===== config.mk =====
export PLATFORM = sky130hd
export DESIGN_NAME = pipe_skid_latch
export DESIGN_NICKNAME = d
export VERILOG_FILES = /design/src/rtl/pipe_skid_latch.sv
export SDC_FILE = /design/constraint.sdc
export NUM_CORES = 1
export LEC_CHECK = 0
export ABC_AREA = 0
export BUFFER_PORTS_ARGS = -buffer_cell sky130_fd_sc_hd__buf_4
export CAP_MARGIN = 20
export CELL_PAD_IN_SITES_DETAIL_PLACEMENT = 0
export CELL_PAD_IN_SITES_GLOBAL_PLACEMENT = 1
export CORE_UTILIZATION = 41
export DETAILED_ROUTE_END_ITERATION = 12
export MAX_ROUTING_LAYER = met4
export PLACE_DENSITY_LB_ADDON = 0.1
export SLEW_MARGIN = 20
export SYNTH_ARGS = -nofsm -noshare
export SYNTH_HDL_FRONTEND = slang
export SYNTH_SLANG_ARGS = --single-unit

===== constraint.sdc =====
create_clock -name CLK -period 7.5 [get_ports CLK]
set_input_delay 0.375 -clock CLK [delete_from_list [all_inputs] [get_ports CLK]]
set_output_delay 0.375 -clock CLK [all_outputs]
set_load 0.02 [all_outputs]

===== src/rtl/pipe_skid_latch.sv =====
// rtl/pipe_skid_latch.sv - pipeline stage register with valid/ready handshake,
// one-entry skid buffer, synchronous flush and saturating stall/flush counters.
module pipe_skid_latch #(
    parameter int                 DATA_W    = 64,
    parameter logic [DATA_W-1:0]  RESET_VAL = '0,
    parameter int                 CNT_W     = 16
) (
    input  logic              CLK,
    input  logic              RST,
    input  logic              in_valid,
    output logic              in_ready,
    input  logic [DATA_W-1:0] in_data,
    output logic              out_valid,
    input  logic              out_ready,
    output logic [DATA_W-1:0] out_data,
    input  logic              flush,
    input  logic              cnt_clr,
    output logic [CNT_W-1:0]  stall_cnt,
    output logic [CNT_W-1:0]  flush_cnt
);

    // State encoding is {skid_valid, main_valid}; the valid bits are the state.
    typedef enum logic [1:0] {
        EMPTY = 2'b00,
        ONE   = 2'b01,
        BAD   = 2'b10,
        FULL  = 2'b11
    } state_t;

    state_t            state;
    state_t            state_nxt;
    logic              main_valid;
    logic              skid_valid;
    logic [DATA_W-1:0] main_data;
    logic [DATA_W-1:0] skid_data;
    logic              in_fire;
    logic              out_fire;
    logic              load_main;
    logic              main_from_skid;
    logic              load_skid;

    localparam logic [CNT_W-1:0] CNT_MAX = '1;

    assign main_valid = state[0];
    assign skid_valid = state[1];

    assign in_ready  = ~skid_valid;
    assign out_valid = main_valid;
    assign out_data  = main_data;

    assign in_fire  = in_valid & in_ready;
    assign out_fire = main_valid & out_ready;

    always_ff @(posedge CLK or posedge RST) begin
        if (RST) begin
            state <= EMPTY;
        end else begin
            state <= state_nxt;
        end
    end

    always_comb begin
        state_nxt      = state;
        load_main      = 1'b0;
        main_from_skid = 1'b0;
        load_skid      = 1'b0;
        if (flush) begin
            // Squash wins over every transfer; data registers are left alone.
            state_nxt = EMPTY;
        end else begin
            case (state)
                EMPTY: begin
                    if (in_fire) begin
                        load_main = 1'b1;
                        state_nxt = ONE;
                    end
                end
                ONE: begin
                    if (in_fire && out_fire) begin
                        load_main = 1'b1;
                    end else if (in_fire) begin
                        load_skid = 1'b1;
                        state_nxt = FULL;
                    end else if (out_fire) begin
                        state_nxt = EMPTY;
                    end
                end
                FULL: begin
                    if (out_fire) begin
                        load_main      = 1'b1;
                        main_from_skid = 1'b1;
                        state_nxt      = ONE;
                    end
                end
                BAD: begin
                    state_nxt = EMPTY;
                end
            endcase
        end
    end

    always_ff @(posedge CLK or posedge RST) begin
        if (RST) begin
            main_data <= RESET_VAL;
            skid_data <= RESET_VAL;
        end else begin
            if (load_main) begin
                main_data <= main_from_skid ? skid_data : in_data;
            end
            if (load_skid) begin
                skid_data <= in_data;
            end
        end
    end

    always_ff @(posedge CLK or posedge RST) begin
        if (RST) begin
            stall_cnt <= '0;
            flush_cnt <= '0;
        end else if (cnt_clr) begin
            stall_cnt <= '0;
            flush_cnt <= '0;
        end else begin
            if (main_valid && !out_ready && stall_cnt != CNT_MAX) begin
                stall_cnt <= stall_cnt + 1'b1;
            end
            if (flush && (main_valid || skid_valid) && flush_cnt != CNT_MAX) begin
                flush_cnt <= flush_cnt + 1'b1;
            end
        end
    end

endmodule


# Yosys cells after proc, flatten, opt, wreduce, memory -nomap -nowiden
# Index checks and enable logic that the tools add are counted.
# Widths: inputs -> output; s select.
[word_totals]
elab_cells = 52
inputBits = 70
reg_bits = 162
output_inout_bits = 98
[classes]
n_eq_ne = 9
muxes = 22
n_addsub = 2
reduce_logical = 11
bitwise_logic = 3
[ops]
columns = ["operator", "n"]
rows = [
  ["$mux 16", 4],
  ["$mux 64", 1],
  ["$add 16x1->16 const B", 2],
  ["$ne 16x16->1 const B", 2],
  ["$mux 2", 6],
  ["$mux 1", 9],
  ["$ne 3x3->1 const B", 3],
  ["$pmux 2 s4", 1],
  ["$logic_and 1x1->1", 5],
  ["$eq 2x2->1 const B", 2],
  ["$ne 4x4->1 const B", 1],
  ["$reduce_and 4->1", 1],
  ["$reduce_bool 2->1", 2],
  ["$pmux 1 s3", 1],
  ["$and 1x1->1", 2],
  ["$eq 2x1->1 const B", 1],
  ["$logic_not 2->1", 1],
  ["$logic_not 1->1", 1],
  ["$logic_or 1x1->1", 1],
  ["$not 1->1", 1],
]

# Longest topological paths before layout
# Gate-level depths: netlist (run 1).
[logic_depth]
depth_word = 6
mapped_depth = 8
ltp_nobuf = 6

# Least setup slack after synthesis (run 1)
# No wires, ideal clock.
[synth_path]
path_type = "register to register"
start = "reg state[1]"
end = "reg main_data[23], in the netlist out_data[23]"
stages_incl_launch_ff = 8
synth_period_minus_slack_ps = 2335
arrival_time_ps = 2211
required_time_ps = 7375
slack_ps = 5165
path_cell_list = "dfrtp_1 > inv_1 > ha_1 > nand3b_4 > a21o_1 > a211oi_4 > buf_6 > mux2_2"
[synth_via]
elab_chain_cells = 6
elab_cells_between_ends = 13
classes_between = "2 x eq/ne; 7 x mux; 2 x bitwise; 2 x reduce/logical"
[synth_lines]
columns = ["element", "line_no", "rtl"]
rows = [
  ["start: declaration", "30", "state_t state;"],
  ["start signal: assignment", "58", "state <= state_nxt;"],
  ["$not 1->1 *", "47", "assign in_ready = ~skid_valid;"],
  ["net in_ready", "11", "output logic in_ready,"],
  ["$and 1x1->1 *", "51", "assign in_fire = in_valid & in_ready;"],
  ["$logic_and 1x1->1", "79", "if (in_fire && out_fire) begin"],
  ["$mux 1", "79", ""],
  ["$pmux 1 s3 *", "71", "case (state)"],
  ["$mux 1 *", "67", "if (flush) begin"],
  ["end signal: assignment", "108", "main_data <= main_from_skid ? skid_data : in_data;"],
  ["end: declaration", "34", "logic [DATA_W-1:0] main_data;"],
]
# The timed path passes the listed nets; every way through them passes the cells marked *.
# A chain may end at the register's enable or synchronous reset.

# Worst setup path after layout (run 1)
[layout_path]
start = "reg state[0]"
end = "reg main_data[35], in the netlist out_data[35]"
[layout_via]
elab_chain_cells = 5
elab_cells_between_ends = 12
classes_between = "2 x eq/ne; 7 x mux; 1 x bitwise; 2 x reduce/logical"
[layout_lines]
columns = ["element", "line_no", "rtl"]
rows = [
  ["$and 1x1->1", "52", "assign out_fire = main_valid & out_ready;"],
  ["$logic_and 1x1->1 or $mux 1 (tied branches)", "79, 89", ""],
  ["$mux 1 (on tied branches)", "79, 71", ""],
  ["$pmux 1 s3 or $mux 1 (tied branches)", "71, 67", ""],
  ["$mux 1 or $mux 64 (tied branches)", "67, 108", ""],
]
# Several ways; a longest one is shown, not always the timed one.

==> run metrics, run 1 <==
Final TNS setup=0 ns; quantity of hold-fixing buffers added after cts=0; violations in the final reports=DRC; number of diodes=0; antenna violations before repair=0; peak ir drop on the vdd network=around 160 uV; ratio of final minimum period to clock period=36.4%; drt drc=10; count of maximum capacitance violations=0; total clock buffers created by CTS=17; async set-reset flop share out of synthesis=between 90% and 100%; layout cell share with drive strength beyond 1=~56%; count of H-tree levels built during CTS=4; die extent in y=139 microns; most used routing layer=met2; Synthesis Warnings=0; DRT antenna net count=0; result of the run=complete, but fails checks; sequential area share after synthesis=a little over half; element type at the critical path end=flop; CTS root buf=sky130_fd_sc_hd__clkbuf_16; count of standard-cell rows=49; CP Launch Point=state[0]; core region area=0.0182 sq mm; number of enable-type register cells in the synthesized netlist=0; CP Max Fanout=39; global routing usage on met1=a little under a quarter; combined area of the multi-input logic cells=about 0.0034 sq mm; IO buf count=about 170; Avg WL per Cell=between 15 and 20 microns; largest net degree at the start of global routing=84; area of the die=~0.019 sq mm; Worst Skew=between 0.009 and 0.01 ns; register-to-register setup slack=4.77 ns; WP depth=6; Total Routed Length=16700 microns; Die Width=~140 microns; area grow syn2layout=25.2%; Post-Layout Inst Area=0.00964 sq mm; mean post-synth cell area=approximately 14 sq um; final critical-path required period=2.73 ns; global-route met3 utilization=under 10%; Worst Reg2Reg Path Length in Cells=6; Slew Limit Fails=0; cell area after technology mapping=slightly below 0.008 sq mm; net count reported at finish=~800; via count normalized by instance count=around 5.3; global-route usage over all layers=18.7%; DRT Pass-1 Iters=8; boundary pin count=~170; count of vias placed by the detailed router=between 5000 and 6000; worst relative slew slack=a little under half; detailed-placement wirelength estimate=about 11000 microns; storage element area=0.00405 sq mm; number of synthesized register bits=approximately 160; achievable frequency=around 0.37 GHz; overflow left after global routing=0; leakage=4.33 nW; synthesized instance count=about 560; Max stage delay on crit path=between 0.5 and 0.6 ns; count of endpoints failing setup in the final report=0; flip-flop cell with the highest count after synthesis=sky130_fd_sc_hd__dfrtp_1; slew at the pin closest to its max-slew limit=between 0.7 and 0.8 ns; Max clock buf depth=2; destination of the worst register-to-register timing path=out_data[35]; series of cell instances along the critical path=ha_1 -> inv_1 -> or3_2 -> buf_4 -> mux2_2 -> mux2_2; kind of path behind the tightest hold check=primary input to asynchronous set/reset pin; crit path max-delay cell type=sky130_fd_sc_hd__buf_4; number of setup buffers added after CTS=0; Starting DRT DRC Count=around 190; Filler Cells Inserted=between 1500 and 2000; wire length of the first global-routing pass=approximately 28000 microns; cell area after placement=roughly 0.009 sq mm; combined buffer and inverter count along the critical path=2; launching element type of the critical path=flop; clock tree from TritonCTS=yes; initial cell density of the core=a little over two fifths; RSZ-0062 raised after global routing=false; final hold violations=0; arrival time reported for the critical path endpoint=3.03 ns; clock transition at the registers of the reported paths=approximately 0.06 ns; Most Frequent Cell on Critical Path=sky130_fd_sc_hd__mux2_2; number of distinct library cells after synthesis=41; GPL Wtd Cong=around 0.75; start of the worst register-to-register path=state[0]; Largest delay share family, worst path=buffers and inverters; via count of the first global-routing pass=roughly 5300; Final Total Pwr=~2.9 mW; met2 track demand over resource=a little under a third; end point of the critical path=out_data[35]; worst endpoint required time=a little under 8 ns; clock latency at the later pin of the worst-skew pair=~0.42 ns; power density over the cells=approximately 300 mW/mm^2; kind of critical path=flop to flop; number of clock sinks seen by CTS=162; number of cells upsized or downsized after cts=0; nets in the synthesized netlist=approximately 640
stage by stage:
| step | hold WS (ns) | utilization [%] | cells | setup slack (ns) |
|---|---|---|---|---|
| final | 0.0954 | 52.9 | 964 | 4.77 |
| after global routing | 0.139 | 52.9 | 964 | 4.62 |
| after CTS | 0.114 | 52.7 | 963 | 4.73 |
| after detailed placement | 0.489 | 49.7 | 931 | 4.75 |
| after global placement | 0.483 | 49.7 | 931 | 4.78 |
| after floorplan | 0.438 | - | 559 | 2.75 |
power breakdown:
part	internal, mW	switching (mW)
combinational	0.427	0.342
clock	0.437	0.365
sequential	1.15	0.142
kinds of logic after synthesis:
logic type,share of synthesized area (%)
compound gates,4.70
xor+xnor,0.228
fa+ha+maj,0.975
buf+inv,3.36
flops,52.6
mux,30.6
simple gates,7.47
cells in the final DEF (no fill, tap or decap), drive strengths merged, types with 3 or more instances in the layout:
| master | instances |
|---|---|
| dfrtp | 162 |
| mux2i | 3 |
| buf | 173 |
| a21oi | 26 |
| or3 | 12 |
| o21ai | 10 |
| clkinvlp | 4 |
| nand2 | 12 |
| and3 | 3 |
| clkinv | 5 |
| nand3 | 7 |
| or4 | 11 |
| clkbuf | 19 |
| nor2 | 11 |
| o31ai | 12 |
| inv | 12 |
| ha | 6 |
| mux2 | 199 |
| nor2b | 10 |
| and4 | 6 |
| nand4 | 11 |
layer usage:
layer | up-vias | wire (microns)
li1 | 2371 | -
met4 | 0 | 206
met2 | 117 | 8110
met1 | 2575 | 7620
met5 | - | 0
met3 | 16 | 750
Yosys cell counts, types with 2 or more instances:
cell,count,area [sq um]
sky130_fd_sc_hd__mux2_4,23,345
sky130_fd_sc_hd__or3_1,12,75.1
sky130_fd_sc_hd__nand2b_1,2,12.5
sky130_fd_sc_hd__nor3_1,2,10.0
sky130_fd_sc_hd__dfrtp_1,162,4050
sky130_fd_sc_hd__o31ai_1,12,90.1
sky130_fd_sc_hd__a21boi_0,2,15.0
sky130_fd_sc_hd__o21ai_0,10,50.1
sky130_fd_sc_hd__nor2b_1,10,62.6
sky130_fd_sc_hd__or4_1,11,82.6
sky130_fd_sc_hd__and4_1,6,52.6
sky130_fd_sc_hd__nor2_1,11,41.3
sky130_fd_sc_hd__clkbuf_1,5,18.8
sky130_fd_sc_hd__mux2_2,176,1980
sky130_fd_sc_hd__a21oi_1,26,130
sky130_fd_sc_hd__mux2i_1,3,30.0
sky130_fd_sc_hd__buf_2,8,40.0
sky130_fd_sc_hd__and3_1,3,18.8
sky130_fd_sc_hd__nand2_1,12,45.0
sky130_fd_sc_hd__buf_6,14,158
sky130_fd_sc_hd__nand4_1,10,62.6
sky130_fd_sc_hd__inv_1,8,30.0
sky130_fd_sc_hd__nand3_1,7,35.0
sky130_fd_sc_hd__xor2_1,2,17.5
sky130_fd_sc_hd__ha_1,6,75.1
worst min-delay path by stage:
stage	cells past startpoint	from	to	slack, ns
6_report	2	RST	skid_data[20]	0.1
5_1_grt	2	RST	out_data[20]	0.14
4_1_cts	2	RST	out_data[20]	0.11
3_5_place_dp	1	skid_data[2]	skid_data[2]	0.49
3_3_place_gp	1	skid_data[15]	skid_data[15]	0.48
2_1_floorplan	1	flush	state[0]	0.44
registers in the layout, indices dropped and copies added (netlist names):
| signal | cells |
|---|---|
| out_data | 64 |
| skid_data | 64 |
| flush_cnt | 16 |
| stall_cnt | 16 |
| state | 2 |
area by class of cell:
cell class	instances	area share [%]
clock buffer	19	4.60
inverter	8	0.363
clock inverter	13	1.08
tap	229	2.97
timing repair buffer	173	13.6
multi-input combinational	360	35.3
sequential	162	42.1
No activity file was read; power rests on OpenSTA's default activity.
==> inputs of run 2 (changes only) <==
--- a/config.mk
+++ b/config.mk
@@ -10,7 +10,7 @@
 export CAP_MARGIN = 20
 export CELL_PAD_IN_SITES_DETAIL_PLACEMENT = 0
 export CELL_PAD_IN_SITES_GLOBAL_PLACEMENT = 1
-export CORE_UTILIZATION = 41
+export CORE_UTILIZATION = 40
 export DETAILED_ROUTE_END_ITERATION = 12
 export MAX_ROUTING_LAYER = met4
 export PLACE_DENSITY_LB_ADDON = 0.1
==> constraint.sdc (replaced) <==
create_clock -name CLK -period 2.26 [get_ports CLK]
set_input_delay 0.113 -clock CLK [delete_from_list [all_inputs] [get_ports CLK]]
set_output_delay 0.113 -clock CLK [all_outputs]
set_load 0.02 [all_outputs]
==> run metrics, run 2 (synthesis gave the netlist of run 1 again) <==
via count normalized by instance count=approximately 5.2; RSZ-0062 raised after global routing=false; series of cell instances along the critical path=ha_1 -> inv_1 -> or3_2 -> buf_12 -> mux2_2 -> mux2_2; worst endpoint required time=roughly 2.6 ns; net count reported at finish=around 880; Die Width=141 microns; antenna violations before repair=0; DRT antenna net count=0; IO buf count=167; part of the total power dissipated in combinational logic=between 20% and 30%; achievable frequency=0.466 GHz; count of vias placed by the detailed router=roughly 5400; initial cell density of the core=between 40% and 50%; clock tree from TritonCTS=yes; element type at the critical path end=flop; Max stage delay on crit path=about 0.50 ns; NetSw=2.82 mW; die extent in y=about 140 microns; clock latency at the later pin of the worst-skew pair=about 0.43 ns; overflow left after global routing=0; crit path max-delay cell type=sky130_fd_sc_hd__or3_2; commonest cells after routing, fill and taps aside=sky130_fd_sc_hd__mux2_2, sky130_fd_sc_hd__buf_4, sky130_fd_sc_hd__dfrtp_1; clock power share=between 30% and 40%; layout cell share with drive strength beyond 1=52.3%; Avg WL per Cell=16.5 microns; setup slack at placement=a little under 0.09 ns; CP Max Fanout=64; boundary pin count=between 150 and 200; DRT Pass-1 Iters=4; kind of critical path=flop to flop; arrival time reported for the critical path endpoint=approximately 2.5 ns; detailed-placement wirelength estimate=roughly 11000 microns; count of maximum capacitance violations=0; core region area=around 0.019 sq mm; area grow syn2layout=37.3%; Post-Layout Inst Area=~0.011 sq mm; area of the die=0.0198 sq mm; via count of the first global-routing pass=approximately 5700; count of H-tree levels built during CTS=4; switching part of the total=between 20% and 30%; worst relative slew slack=a little over half; slew at the pin closest to its max-slew limit=between 0.7 and 0.8 ns; power density over the cells=between 900 and 1000 mW/mm^2; fin worst setup slack=0.115 ns; Worst Skew=roughly 0.011 ns; count of endpoints failing setup in the final report=0; internal power=7.23 mW; GPL Wtd Cong=0.762; cell area after placement=approximately 0.009 sq mm; Reg power frac=42.8%; final critical-path required period=about 2.1 ns; kind of path behind the tightest hold check=primary input to flop; Total Routed Length=~17000 microns; peak ir drop on the vdd network=486 uV; number of diodes=0; CTS root buf=sky130_fd_sc_hd__clkbuf_16; Filler Cells Inserted=between 1500 and 2000; drt drc=0; clock transition at the registers of the reported paths=~0.060 ns; Most Frequent Cell on Critical Path=sky130_fd_sc_hd__mux2_2; leakage=between 4 and 5 nW; Starting DRT DRC Count=about 170; count of standard-cell rows=50; Final TNS setup=0 ns; final hold violations=0; ratio of final minimum period to clock period=between 90% and 100%; Slew Limit Fails=0; result of the run=finished clean; number of clock sinks seen by CTS=~160; wire length of the first global-routing pass=between 20000 and 30000 microns; Max clock buf depth=2; total clock buffers created by CTS=17; global-route usage over all layers=around a fifth; largest net degree at the start of global routing=roughly 130; launching element type of the critical path=flop
run 2: cell count changes in the layout (fill, tap and decap cells not counted), sizes merged:
cell and delta:
clkbuf +3, buf +12, clkinvlp -2, bufinv +3
dlygate4sd3 +66, inv -4
run 2: per-layer routing:
metal,wire [microns],global-route usage (%),part of all wire (%),up-vias
met1,7950,23.5,46,2764
met2,8520,30.7,49,109
met5,0,-,0,-
met3,601,4.11,3.5,16
li1,-,-,-,2542
met4,202,5.09,1.2,0
run 2: final timing paths:
kind / slack, ns / to / depth (start not counted) / from
min in group asynchronous: 0.41 / out_data[45] / 4 / RST
max in group asynchronous: 1.26 / state[0] / 4 / RST
min: 0.12 / flush_cnt[1] / 2 / cnt_clr
max: 0.11 / out_data[28] / 6 / state[0]
max reg2reg: 0.11 / out_data[28] / 6 / state[0]
min reg2reg: 0.50 / skid_data[31] / 1 / skid_data[31]
run 2: power groups by stage:
stage	clock [mW]	sequential, mW	combinational, mW
final	3.05	4.31	2.70
after global routing	3.27	4.43	2.89
after CTS	3.14	4.31	2.73
after detailed placement	0	4.36	2.63
after global placement	0	4.29	2.55
after floorplan	0	4.70	1.20
run 2: worst max-delay path, delay by kind of cell, from the launching register on:
kind | cells | cell delay, ns
muxes | 2 | 0.57
and+or+nand+nor | 1 | 0.50
DFF | 1 | 0.45
buffers and inverters | 2 | 0.30
adders and majority gates | 1 | 0.18
run 2: layout make-up:
class                   instances  area [sq um]  share of cell area [%]
multi-input cells             360          3390                    32.1
repair buffers                251          2160                    20.5
inverters                       8          33.8                   0.320
well taps                     234           293                    2.77
clock inverters                10           149                    1.41
flip-flops and latches        162          4050                    38.4
clock buffers                  22           484                    4.58
run 2: timing repair:
| item | 4_1_cts | 5_1_grt |
|---|---|---|
| hold buffers | 66 | 0 |
| setup endpoints to repair | 0 | 6 |
| resized for setup | 0 | 1 |
| hold endpoints to repair | 228 | 0 |
| setup buffers | 0 | 0 |
run 2: metrics by stage:
step	power (mW)	utilization (%)	instances	hold slack [ns]
floorplan	5.90	-	559	0.176
global placement	6.85	49.4	949	0.291
detailed placement	7.00	49.4	949	0.302
CTS	10.2	56.3	1047	0.102
global route	10.6	56.3	1047	0.133
finish	10.1	56.3	1047	0.119
